--- src/rtl/microcode_controller.sv ---
// -----------------------------------------------------------------------------
// microcode_controller
//
// Sequences multi-step micro-programs for the V-CORE control path. Decode
// offers an opcode over a valid/ready handshake. The controller maps the
// opcode to a micro-ROM start address and a last address. It then steps the
// micro-address once per unstalled cycle and signals completion with a
// one-cycle done pulse.
//
// Optional build macro: MSEQ_PERF_EN
//   defined     : instr_count counts retired instructions and saturates at
//                 0xFFFF. Only reset clears it.
//   not defined : instr_count is the constant 0 and no counter flops exist.
//
// Parameters:
//   UADDR_W   micro-address width (>= 4)
//   OPCODE_W  opcode width
//
// Ports:
//   clk          clock
//   reset        synchronous, active-high reset
//   op_valid     opcode offered by decode
//   opcode       instruction opcode (sampled only on acceptance)
//   op_ready     controller can accept an opcode (IDLE)
//   stall        datapath hold; freezes sequencing in EXEC
//   uaddr        current micro-address into the micro-ROM
//   uvalid       uaddr is a live micro-op this cycle
//   busy         instruction in progress (EXEC or DONE)
//   done         1-cycle pulse: instruction retired
//   illegal      1-cycle pulse with done: retired opcode was unmapped
//   instr_count  retired-instruction counter
//
// state | meaning
// ------+---------------------------------------------------------------
// IDLE  | waiting for an opcode; op_ready=1, uaddr=0
// EXEC  | presenting micro-ops start..last, one step per unstalled cycle
// DONE  | single retire cycle; done (and illegal if unmapped) pulses
// -----------------------------------------------------------------------------
module microcode_controller #(
    parameter int UADDR_W  = 4,
    parameter int OPCODE_W = 8
) (
    input  logic                clk,
    input  logic                reset,
    input  logic                op_valid,
    input  logic [OPCODE_W-1:0] opcode,
    output logic                op_ready,
    input  logic                stall,
    output logic [UADDR_W-1:0]  uaddr,
    output logic                uvalid,
    output logic                busy,
    output logic                done,
    output logic                illegal,
    output logic [15:0]         instr_count
);

    if (UADDR_W < 4) begin : g_bad_width
        $error("microcode_controller: UADDR_W must be 4 or greater");
    end

    typedef enum logic [1:0] {
        S_IDLE = 2'd0,
        S_EXEC = 2'd1,
        S_DONE = 2'd2
    } state_t;

    state_t               state_q, state_d;
    logic [UADDR_W-1:0]   uaddr_q, uaddr_d;
    logic [UADDR_W-1:0]   last_q, last_d;
    logic                 illegal_q, illegal_d;

    logic [UADDR_W-1:0]   dec_start;
    logic [UADDR_W-1:0]   dec_last;
    logic                 dec_illegal;

    // Opcode map. Unmapped opcodes run one micro-op at the all-ones address
    // so that the micro-ROM can hold a trap entry there.
    always_comb begin
        dec_start   = '1;
        dec_last    = '1;
        dec_illegal = 1'b1;
        case (opcode)
            OPCODE_W'(1): begin
                dec_start   = UADDR_W'(0);
                dec_last    = UADDR_W'(1);
                dec_illegal = 1'b0;
            end
            OPCODE_W'(2): begin
                dec_start   = UADDR_W'(2);
                dec_last    = UADDR_W'(4);
                dec_illegal = 1'b0;
            end
            OPCODE_W'(3): begin
                dec_start   = UADDR_W'(5);
                dec_last    = UADDR_W'(8);
                dec_illegal = 1'b0;
            end
            default: begin
                dec_start   = '1;
                dec_last    = '1;
                dec_illegal = 1'b1;
            end
        endcase
    end

    always_ff @(posedge clk) begin
        if (reset) begin
            state_q   <= S_IDLE;
            uaddr_q   <= '0;
            last_q    <= '0;
            illegal_q <= 1'b0;
        end else begin
            state_q   <= state_d;
            uaddr_q   <= uaddr_d;
            last_q    <= last_d;
            illegal_q <= illegal_d;
        end
    end

    always_comb begin
        state_d   = state_q;
        uaddr_d   = uaddr_q;
        last_d    = last_q;
        illegal_d = illegal_q;
        op_ready  = 1'b0;
        uvalid    = 1'b0;
        busy      = 1'b0;
        done      = 1'b0;
        illegal   = 1'b0;

        case (state_q)
            S_IDLE: begin
                op_ready = 1'b1;
                uaddr_d  = '0;
                // stall has no effect on acceptance
                if (op_valid) begin
                    state_d   = S_EXEC;
                    uaddr_d   = dec_start;
                    last_d    = dec_last;
                    illegal_d = dec_illegal;
                end
            end
            S_EXEC: begin
                busy   = 1'b1;
                uvalid = 1'b1;
                if (!stall) begin
                    if (uaddr_q == last_q) begin
                        state_d = S_DONE;
                        uaddr_d = '0;
                    end else begin
                        // last never exceeds all-ones, so this never carries out
                        uaddr_d = uaddr_q + 1'b1;
                    end
                end
            end
            S_DONE: begin
                busy    = 1'b1;
                done    = 1'b1;
                illegal = illegal_q;
                state_d = S_IDLE;
                uaddr_d = '0;
            end
            default: begin
                state_d = S_IDLE;
                uaddr_d = '0;
            end
        endcase
    end

    assign uaddr = uaddr_q;

`ifdef MSEQ_PERF_EN
    logic [15:0] instr_count_q;

    // Written only on a retire cycle, so the value holds between retirements.
    always_ff @(posedge clk) begin
        if (reset) begin
            instr_count_q <= '0;
        end else if (done && (instr_count_q != 16'hFFFF)) begin
            instr_count_q <= instr_count_q + 16'd1;
        end
    end

    assign instr_count = instr_count_q;
`else
    assign instr_count = 16'd0;
`endif

endmodule

--- config.mk ---
export PLATFORM = sky130hd
export DESIGN_NAME = microcode_controller
export DESIGN_NICKNAME = d
export VERILOG_FILES = /design/src/rtl/microcode_controller.sv
export SDC_FILE = /design/constraint.sdc
export NUM_CORES = 1
export LEC_CHECK = 0
export ABC_CLOCK_PERIOD_IN_PS = 3200
export BUFFER_PORTS_ARGS = -buffer_cell sky130_fd_sc_hd__clkbuf_2
export CAP_MARGIN = 20
export CORE_MARGIN = 2
export CORE_UTILIZATION = 42
export DETAILED_ROUTE_END_ITERATION = 6
export GPL_TIMING_DRIVEN = 1
export PLACE_DENSITY = 0.74
export SYNTH_ARGS = -nofsm -noshare
export SYNTH_HDL_FRONTEND = slang
export SYNTH_SLANG_ARGS = --single-unit
--- constraint.sdc ---
create_clock -name clk -period 3.2 [get_ports clk]
set_input_delay 0 -clock clk [delete_from_list [all_inputs] [get_ports clk]]
set_output_delay 0 -clock clk [all_outputs]
set_load 0.05 [all_outputs]
-- After elaboration in Yosys (flattened, before gate mapping)
Cells that the tools add are included.
W data, S select, Z words.
- output and inout bits: 25
- word-level logic and storage cells: 35
- flip-flop bits (word level): 11
- input bits: 12
- reductions and logical operators: 5
- multiplexer cells: 16
- add/subtract/negate cells: 1
- equality and inequality tests: 9
- operators by type and width (cell ; number):
    $pmux W4 S3 ; 2
    $eq A8 B2 Y1 const B ; 2
    $mux W4 ; 3
    $eq A8 B1 Y1 const B ; 1
    $pmux W4 S2 ; 1
    $mux W1 ; 6
    $mux W2 ; 3
    $ne A2 B2 Y1 const B ; 3
    $add A4 B1 Y4 const B ; 1
    $eq A4 B4 Y1 ; 1
    $pmux W2 S2 ; 1
    $reduce_and A3 Y1 ; 1
    $reduce_or A3 Y1 ; 1
    $eq A2 B1 Y1 const B ; 1
    $eq A2 B2 Y1 const B ; 1
    $logic_not A2 Y1 ; 1
    $reduce_and A2 Y1 ; 1
    $reduce_or A2 Y1 ; 1

-- Logic depth before layout (Yosys ltp)
Gate-level depths: netlist of run 1.
- word-level depth: 4
- mapped depth: 6
- depth with buffers taken out: 6

-- Worst setup path before layout of run 1
OpenSTA, ideal clock, no wires.
- path type: register to register
- from: reg state_q[1]
- to: reg uaddr_q[2], in the netlist uaddr[2]
- arrival: 1.693 ns
- setup time: 0.086 ns
- path slack: 1.422 ns
- required time: 3.114 ns
- clock period less this slack: 1.778 ns
- path buffers: 0
- stages on the path, launching flop included: 7
- cell sequence: dfxtp_1 -> inv_1 -> ha_1 -> inv_1 -> a41oi_1 -> a31oi_1 -> a211oi_1
- cells in the longest elaborated chain, start to end: 2
- elaborated cells on any way between the ends: 4
- those cells by class: 2 x eq/ne; 1 x mux; 1 x reduce/logical
- RTL lines (item ; line ; source):
    start, declared ; 67 ; state_t state_q, state_d;
    start signal, assigned ; 113 ; state_q <= state_d;
    $eq A2 B1 Y1 / $logic_not A2 Y1 (equally long branches) ; 131 ; case (state_q)
    $pmux W4 S2 / $ne A2 B2 Y1 (equally long branches) ; n/a ;
    end signal, assigned ; 114 ; uaddr_q <= uaddr_d;
    end, declared ; 68 ; logic [UADDR_W-1:0] uaddr_q, uaddr_d;
Parallel ways exist; a longest one is shown, timed or not.
A chain may end at the register's enable or synchronous reset.

-- Worst setup path after layout of run 1
Ends and elaborated chain as after synthesis.

==> results.ini, run 1 <==
[timing]
slew_viol_final = 0
slew-limit-headroom = 0.649
clock_skew_ns = 0.00584
fin_crit_ns = 1.68
hold_violations = 0
fin_ws_ns = 1.52
worstMarginPinSlew_ns = 0.521
rsz0062_at_grt = no
period_share = 0.524
setup_viol = 0
setup_tns_ns = 0
fmax_mhz = 596

[cells_and_area]
diodes = 0
syn2layout_area_growth_pct = 13.9
finalInstanceArea_um2 = 872
fin_util = 0.505
drive_above_1_share = 0.203
fillers = 189
seq_area_um2 = 220
final_nets = 135
multiInputGateArea_um2 = 459

[drt]
drt_wl_total_um = 1560
drt_first_pass_iters = 4
vias = 701
route.detailed.drc = 0
drtIter0Drc = 19
wl_per_cell_um = 10.9
vias_per_cell = 4.90
ant_nets = 0

[clock_network]
path_clk_slew_ns = 0.07
cts_max_level = 1
numCtsBuffers = 3
clkSinkCount = 11
cts_tree = yes
clk_latency_ns = 0.27
clockBufferDepth = 2
hold_buffers = 2
cts_setup_buffers = 0
cts_resized = 0
root_buffer = clkbuf_4

[power]
clockPowerShare = 0.201
p_seq_frac = 0.356
power.density_nw_per_um2 = 552
swShare = 0.463
power_uw = 481
p_comb_frac = 0.443
vdd.ir_drop.worst_v = 0.000255
power.switching_uw = 223
cellLeakagePower_uw = 0.000385
internal-power_uw = 258

[worst_setup_path]
rrSetupSlack_ns = 1.52
cp_slowest_cell = a41oi_1
path_delay_family = compound AO/OA/AOI/OAI gates
ff2ff_path_depth = 6
rr_endpoint = uaddr[2]$_SDFFE_PP0P_
crit_required_ns = 3.39
path_class = flop to flop
critical_path_arrival_ns = 1.87
critPathMostFrequentCell = inv_1
timing.rr.start = state_q[1]$_SDFFE_PP0P_
worstPathMaxFanout = 9
worstPathCellList = inv_1 -> ha_1 -> inv_1 -> a41oi_1 -> a31oi_1 -> a211oi_1
slowest_delay_ns = 0.36
worst_setup_path_end_kind = flop
critPathLaunchType = flop
critical_path_buf_inv_count = 2

[die]
dieArea_um2 = 2180
core_um2 = 1730
fp.dieW_um = 46.7
initial_core_util = 0.443
rows = 15
dieHeight_um = 46.7
io_pins = 37

[synth]
ys_ff_latch = 11
yosysUniqueCellTypes = 29
synth_top_area_cell = dfxtp_1
syn_area_um2 = 766
synth.most_common_cell = buf_4
synthArstFlopShare = 0
synth_area_leaders = dfxtp_1 (29%), buf_4 (16%), ha_1 (6.5%), xnor2_1 (5.7%), nor2_1 (4.9%)
syn_area_per_cell_um2 = 8.06
yosysSeqAreaShare = 0.288
synth-edff-count = 0
yosysTopAreaCellShare = 0.288
synth_cells = 95
synthTopCellsByCount = buf_4 (16), dfxtp_1 (11), nor2_1 (10)
synthFlopType = dfxtp_1
yosysWarnings = 0

[grt]
grt_max_degree = 12
grt.overflow.total = 0
grt_first_pass_wirelength_um = 2560
track_usage = 0.169
grt_pass1_vias = 606
antenna_found_initial = 0

[placed_design]
place.gp.congestion = 0.907
dp_slack_ns = 1.55
hpwl_um = 1210
dpl_cell_area_um2 = 826
portBuffers = 20

[job]
drv_cap = 0

[hold_path]
min_path_type = input pin to flop
min_path_cells = 2
min_from = reset
holdPathEnd = state_q[0]$_SDFFE_PP0P_

[run_status]
status = completed

placed cells by master (no fill, tap or decap), drive strengths merged, types with 2 or more instances in the layout:
cell type,instances
dlygate4sd3,2
a21oi,3
nor2,10
clkbuf,24
conb,16
and2,3
a311oi,2
a211oi,4
nand3,6
ha,4
inv,4
nand3b,2
dfxtp,11
a31oi,4
xnor2,5
nor3,2
nand2,3
o21a,2
layout make-up:
cell class	count	share of cell area
multi-input combinational	77	0.527
sequential	11	0.253
timing repair buffer	22	0.138
tap	25	0.0359
clock buffer	4	0.0301
inverter	4	0.0172
worst max-delay path by stage:
stage / startpoint / to / depth (start not counted)
floorplan: state_q[1]$_SDFFE_PP0P_ / uaddr[2]$_SDFFE_PP0P_ / 6
global placement: state_q[1]$_SDFFE_PP0P_ / uaddr[2]$_SDFFE_PP0P_ / 6
detailed placement: state_q[1]$_SDFFE_PP0P_ / uaddr[2]$_SDFFE_PP0P_ / 6
CTS: state_q[1]$_SDFFE_PP0P_ / uaddr[2]$_SDFFE_PP0P_ / 6
global route: state_q[1]$_SDFFE_PP0P_ / uaddr[2]$_SDFFE_PP0P_ / 6
finish: state_q[1]$_SDFFE_PP0P_ / uaddr[2]$_SDFFE_PP0P_ / 6
flip-flops by register name (all words and copies together) (netlist names):
name	count
last_q	4
uaddr	4
state_q	2
illegal_q	1
stage by stage:
| step | hold slack, ns | cells |
|---|---|---|
| 2_1_floorplan | 0.0721 | 110 |
| 3_3_place_gp | 0.256 | 137 |
| 3_5_place_dp | 0.264 | 137 |
| 4_1_cts | 0.0471 | 143 |
| 5_1_grt | 0.0665 | 143 |
| 6_report | 0.0504 | 143 |
metal layers:
layer,share of wire,global-route usage,up-vias
met5,0,0,-
met2,0.45,0.253,35
li1,-,-,354
met3,0.066,0.0471,4
met4,0.013,0.0889,0
met1,0.47,0.222,308
cells by family after synthesis:
| kind of cell | synth area share |
|---|---|
| other | 0.00490 |
| adders and majority gates | 0.0654 |
| buffers and inverters | 0.186 |
| AOI/OAI and AO/OA | 0.178 |
| and+or+nand+nor | 0.209 |
| xor gates and xnor gates | 0.0686 |
| DFF | 0.288 |
power groups by stage:
stage,registers [uW],clock network (uW),logic (uW)
6_report,172,96.6,213
5_1_grt,174,108,231
4_1_cts,171,99.6,211
3_5_place_dp,175,0,209
3_3_place_gp,174,0,206
2_1_floorplan,195,0,165
Note: power is estimated with default switching activity, not from simulation.
==> run 2, diff against run 1 <==
Settings changed: ABC_CLOCK_PERIOD_IN_PS 3200 to 1500, CORE_UTILIZATION 42 to 40.
Clock period 3.2 ns to 1.5 ns, I/O delays scaled along.
==> results.ini, run 2 (synthesis results as in run 1) <==
[clock_network]
clockBufferDepth = 2  ; unchanged
numCtsBuffers = 3  ; unchanged
clk_latency_ns = 0.28  ; about the same
cts_tree = yes
cts_max_level = 1  ; unchanged
path_clk_slew_ns = 0.08  ; about the same
root_buffer = clkbuf_4
clkSinkCount = 11  ; unchanged
cts_setup_buffers = 0  ; unchanged

[cells_and_area]
final_nets = 138  ; +2.2%
syn2layout_area_growth_pct = 29.9
fin_util = 0.564  ; +0.0588
drive_above_1_share = 0.355  ; +0.152
layout_common_cells = clkbuf_2 (20), conb_1 (16), nor2_1 (10)
mostFrequentLayoutCell = clkbuf_2
diodes = 0  ; unchanged

[worst_setup_path]
rr_endpoint = state_q[1]$_SDFFE_PP0P_
ff2ff_path_depth = 4  ; -2
endpoint = state_q[1]$_SDFFE_PP0P_
critPathLaunchType = flop
timing.rr.start = last_q[3]$_SDFFE_PP0P_
path_class = flop to flop
worstPathCellList = xnor2_2 -> nand4_1 -> or3_1 -> a211oi_1
crit_path_start = last_q[3]$_SDFFE_PP0P_
slowest_delay_ns = 0.37  ; about the same
worst_setup_path_end_kind = flop
cp_slowest_cell = or3_1
crit_required_ns = 1.70  ; -1.69 ns
rrSetupSlack_ns = 0.08  ; -1.44 ns
critical_path_buf_inv_count = 0  ; -2
cp.depth = 4  ; -2
critical_path_arrival_ns = 1.62  ; -0.25 ns
path_delay_family = simple AND/OR/NAND/NOR gates
worstPathMaxFanout = 2  ; -7

[timing]
setup_viol = 0  ; unchanged
hold_violations = 0  ; unchanged
fin_crit_ns = 1.42  ; -0.261 ns
slew_viol_final = 0  ; unchanged
holdWs_ns = 0.0469  ; -0.00350 ns
fmax_mhz = 706  ; +18%
rsz0062_at_grt = no
clock_skew_ns = 0.00501  ; -0.000833 ns
period_share = 0.944  ; +0.420
setup_tns_ns = 0  ; unchanged

[drt]
vias_per_cell = 4.94  ; +0.74%
drt_first_pass_iters = 4  ; unchanged
drtIter0Drc = 9  ; -10
vias = 721  ; +2.9%
ant_nets = 0  ; unchanged
drt_wl_total_um = 1790  ; +15%
route.detailed.drc = 0  ; unchanged
wl_per_cell_um = 12.3  ; +12%

[grt]
antenna_found_initial = 0  ; unchanged
grt_pass1_vias = 637  ; +5.1%
track_usage = 0.171  ; +0.00169
grt_first_pass_wirelength_um = 2640  ; +3.2%
grt.overflow.total = 0  ; unchanged
grt_max_degree = 12  ; unchanged

[power]
vdd.ir_drop.worst_v = 0.000588  ; +130%
power.density_nw_per_um2 = 1150  ; +110%
cellLeakagePower_uw = 0.000425  ; +11%

[placed_design]
portBuffers = 20  ; unchanged
hpwl_um = 1260  ; +4.3%
place.gp.congestion = 0.911  ; +0.44%

[die]
dieArea_um2 = 2280  ; +4.6%
core_um2 = 1760  ; +2.2%
io_pins = 37  ; unchanged
initial_core_util = 0.434  ; -0.00944
dieHeight_um = 47.8  ; +2.3%
fp.dieW_um = 47.8  ; +2.3%
rows = 15  ; unchanged

[hold_path]
min_path_type = input pin to flop

[job]
drv_cap = 0  ; unchanged

[run_status]
status = completed

run 2: cell types whose count changed in the layout (fill, tap and decap cells not counted), moves of 2 or more:
cell | previous run | this run
buf_4 | 0 | 3
xnor2_2 | 0 | 3
dfxtp_2 | 0 | 5
dfxtp_1 | 11 | 6
xnor2_1 | 5 | 1
ha_1 | 4 | 2
ha_4 | 0 | 2
run 2: repair_timing:
action                                  CTS  global route
gates resized for setup                   1            11
endpoints found under the setup margin    4             8
hold buffers                              2             0
endpoints found under the hold margin     2             0
run 2: per-stage QoR:
stage	worst slack [ns]	total power, uW	std cells	cell area [um^2]
global route	0.000105	1210	146	995
CTS	0.00993	1080	146	933
finish	0.0842	1150	146	995
floorplan	0.0103	801	110	852
detailed placement	-0.0882	855	140	878
global placement	-0.0677	848	140	878
run 2: routing by layer:
metal	vias up	part of all wire	GRT usage	routed length, um
li1	359	-	-	-
met1	325	0.43	0.189	774
met2	32	0.48	0.277	866
met3	5	0.067	0.0679	120
met4	0	0.016	0.0973	29
met5	-	0	0	0
run 2: area by class of cell:
class / count / area, um^2
fillers: 181 / 769
multi-input cells: 77 / 552
flip-flops and latches: 11 / 226
repair buffers: 25 / 143
well taps: 25 / 31.3
clock buffers: 3 / 22.5
inverters: 4 / 15.0
clock inverters: 1 / 5.00
run 2: worst min-delay path by stage:
| stage | from | to | slack (ns) | depth (start not counted) |
|---|---|---|---|---|
| 6_report | reset | state_q[0]$_SDFFE_PP0P_ | 0.05 | 2 |
| 2_1_floorplan | reset | last_q[0]$_SDFFE_PP0P_ | 0.07 | 1 |
| 3_3_place_gp | opcode[1] | last_q[0]$_SDFFE_PP0P_ | 0.26 | 2 |
| 4_1_cts | reset | last_q[2]$_SDFFE_PP0P_ | 0.04 | 2 |
| 3_5_place_dp | opcode[1] | last_q[0]$_SDFFE_PP0P_ | 0.27 | 2 |
| 5_1_grt | reset | last_q[2]$_SDFFE_PP0P_ | 0.05 | 2 |
run 2: power breakdown:
| part | internal [uW] | leakage (uW) | switching (uW) |
|---|---|---|---|
| logic | 179 | 0.000315 | 373 |
| registers | 332 | 0.0000929 | 47.8 |
| clock network | 99.2 | 0.0000177 | 116 |
| total | 610 | 0.000425 | 536 |
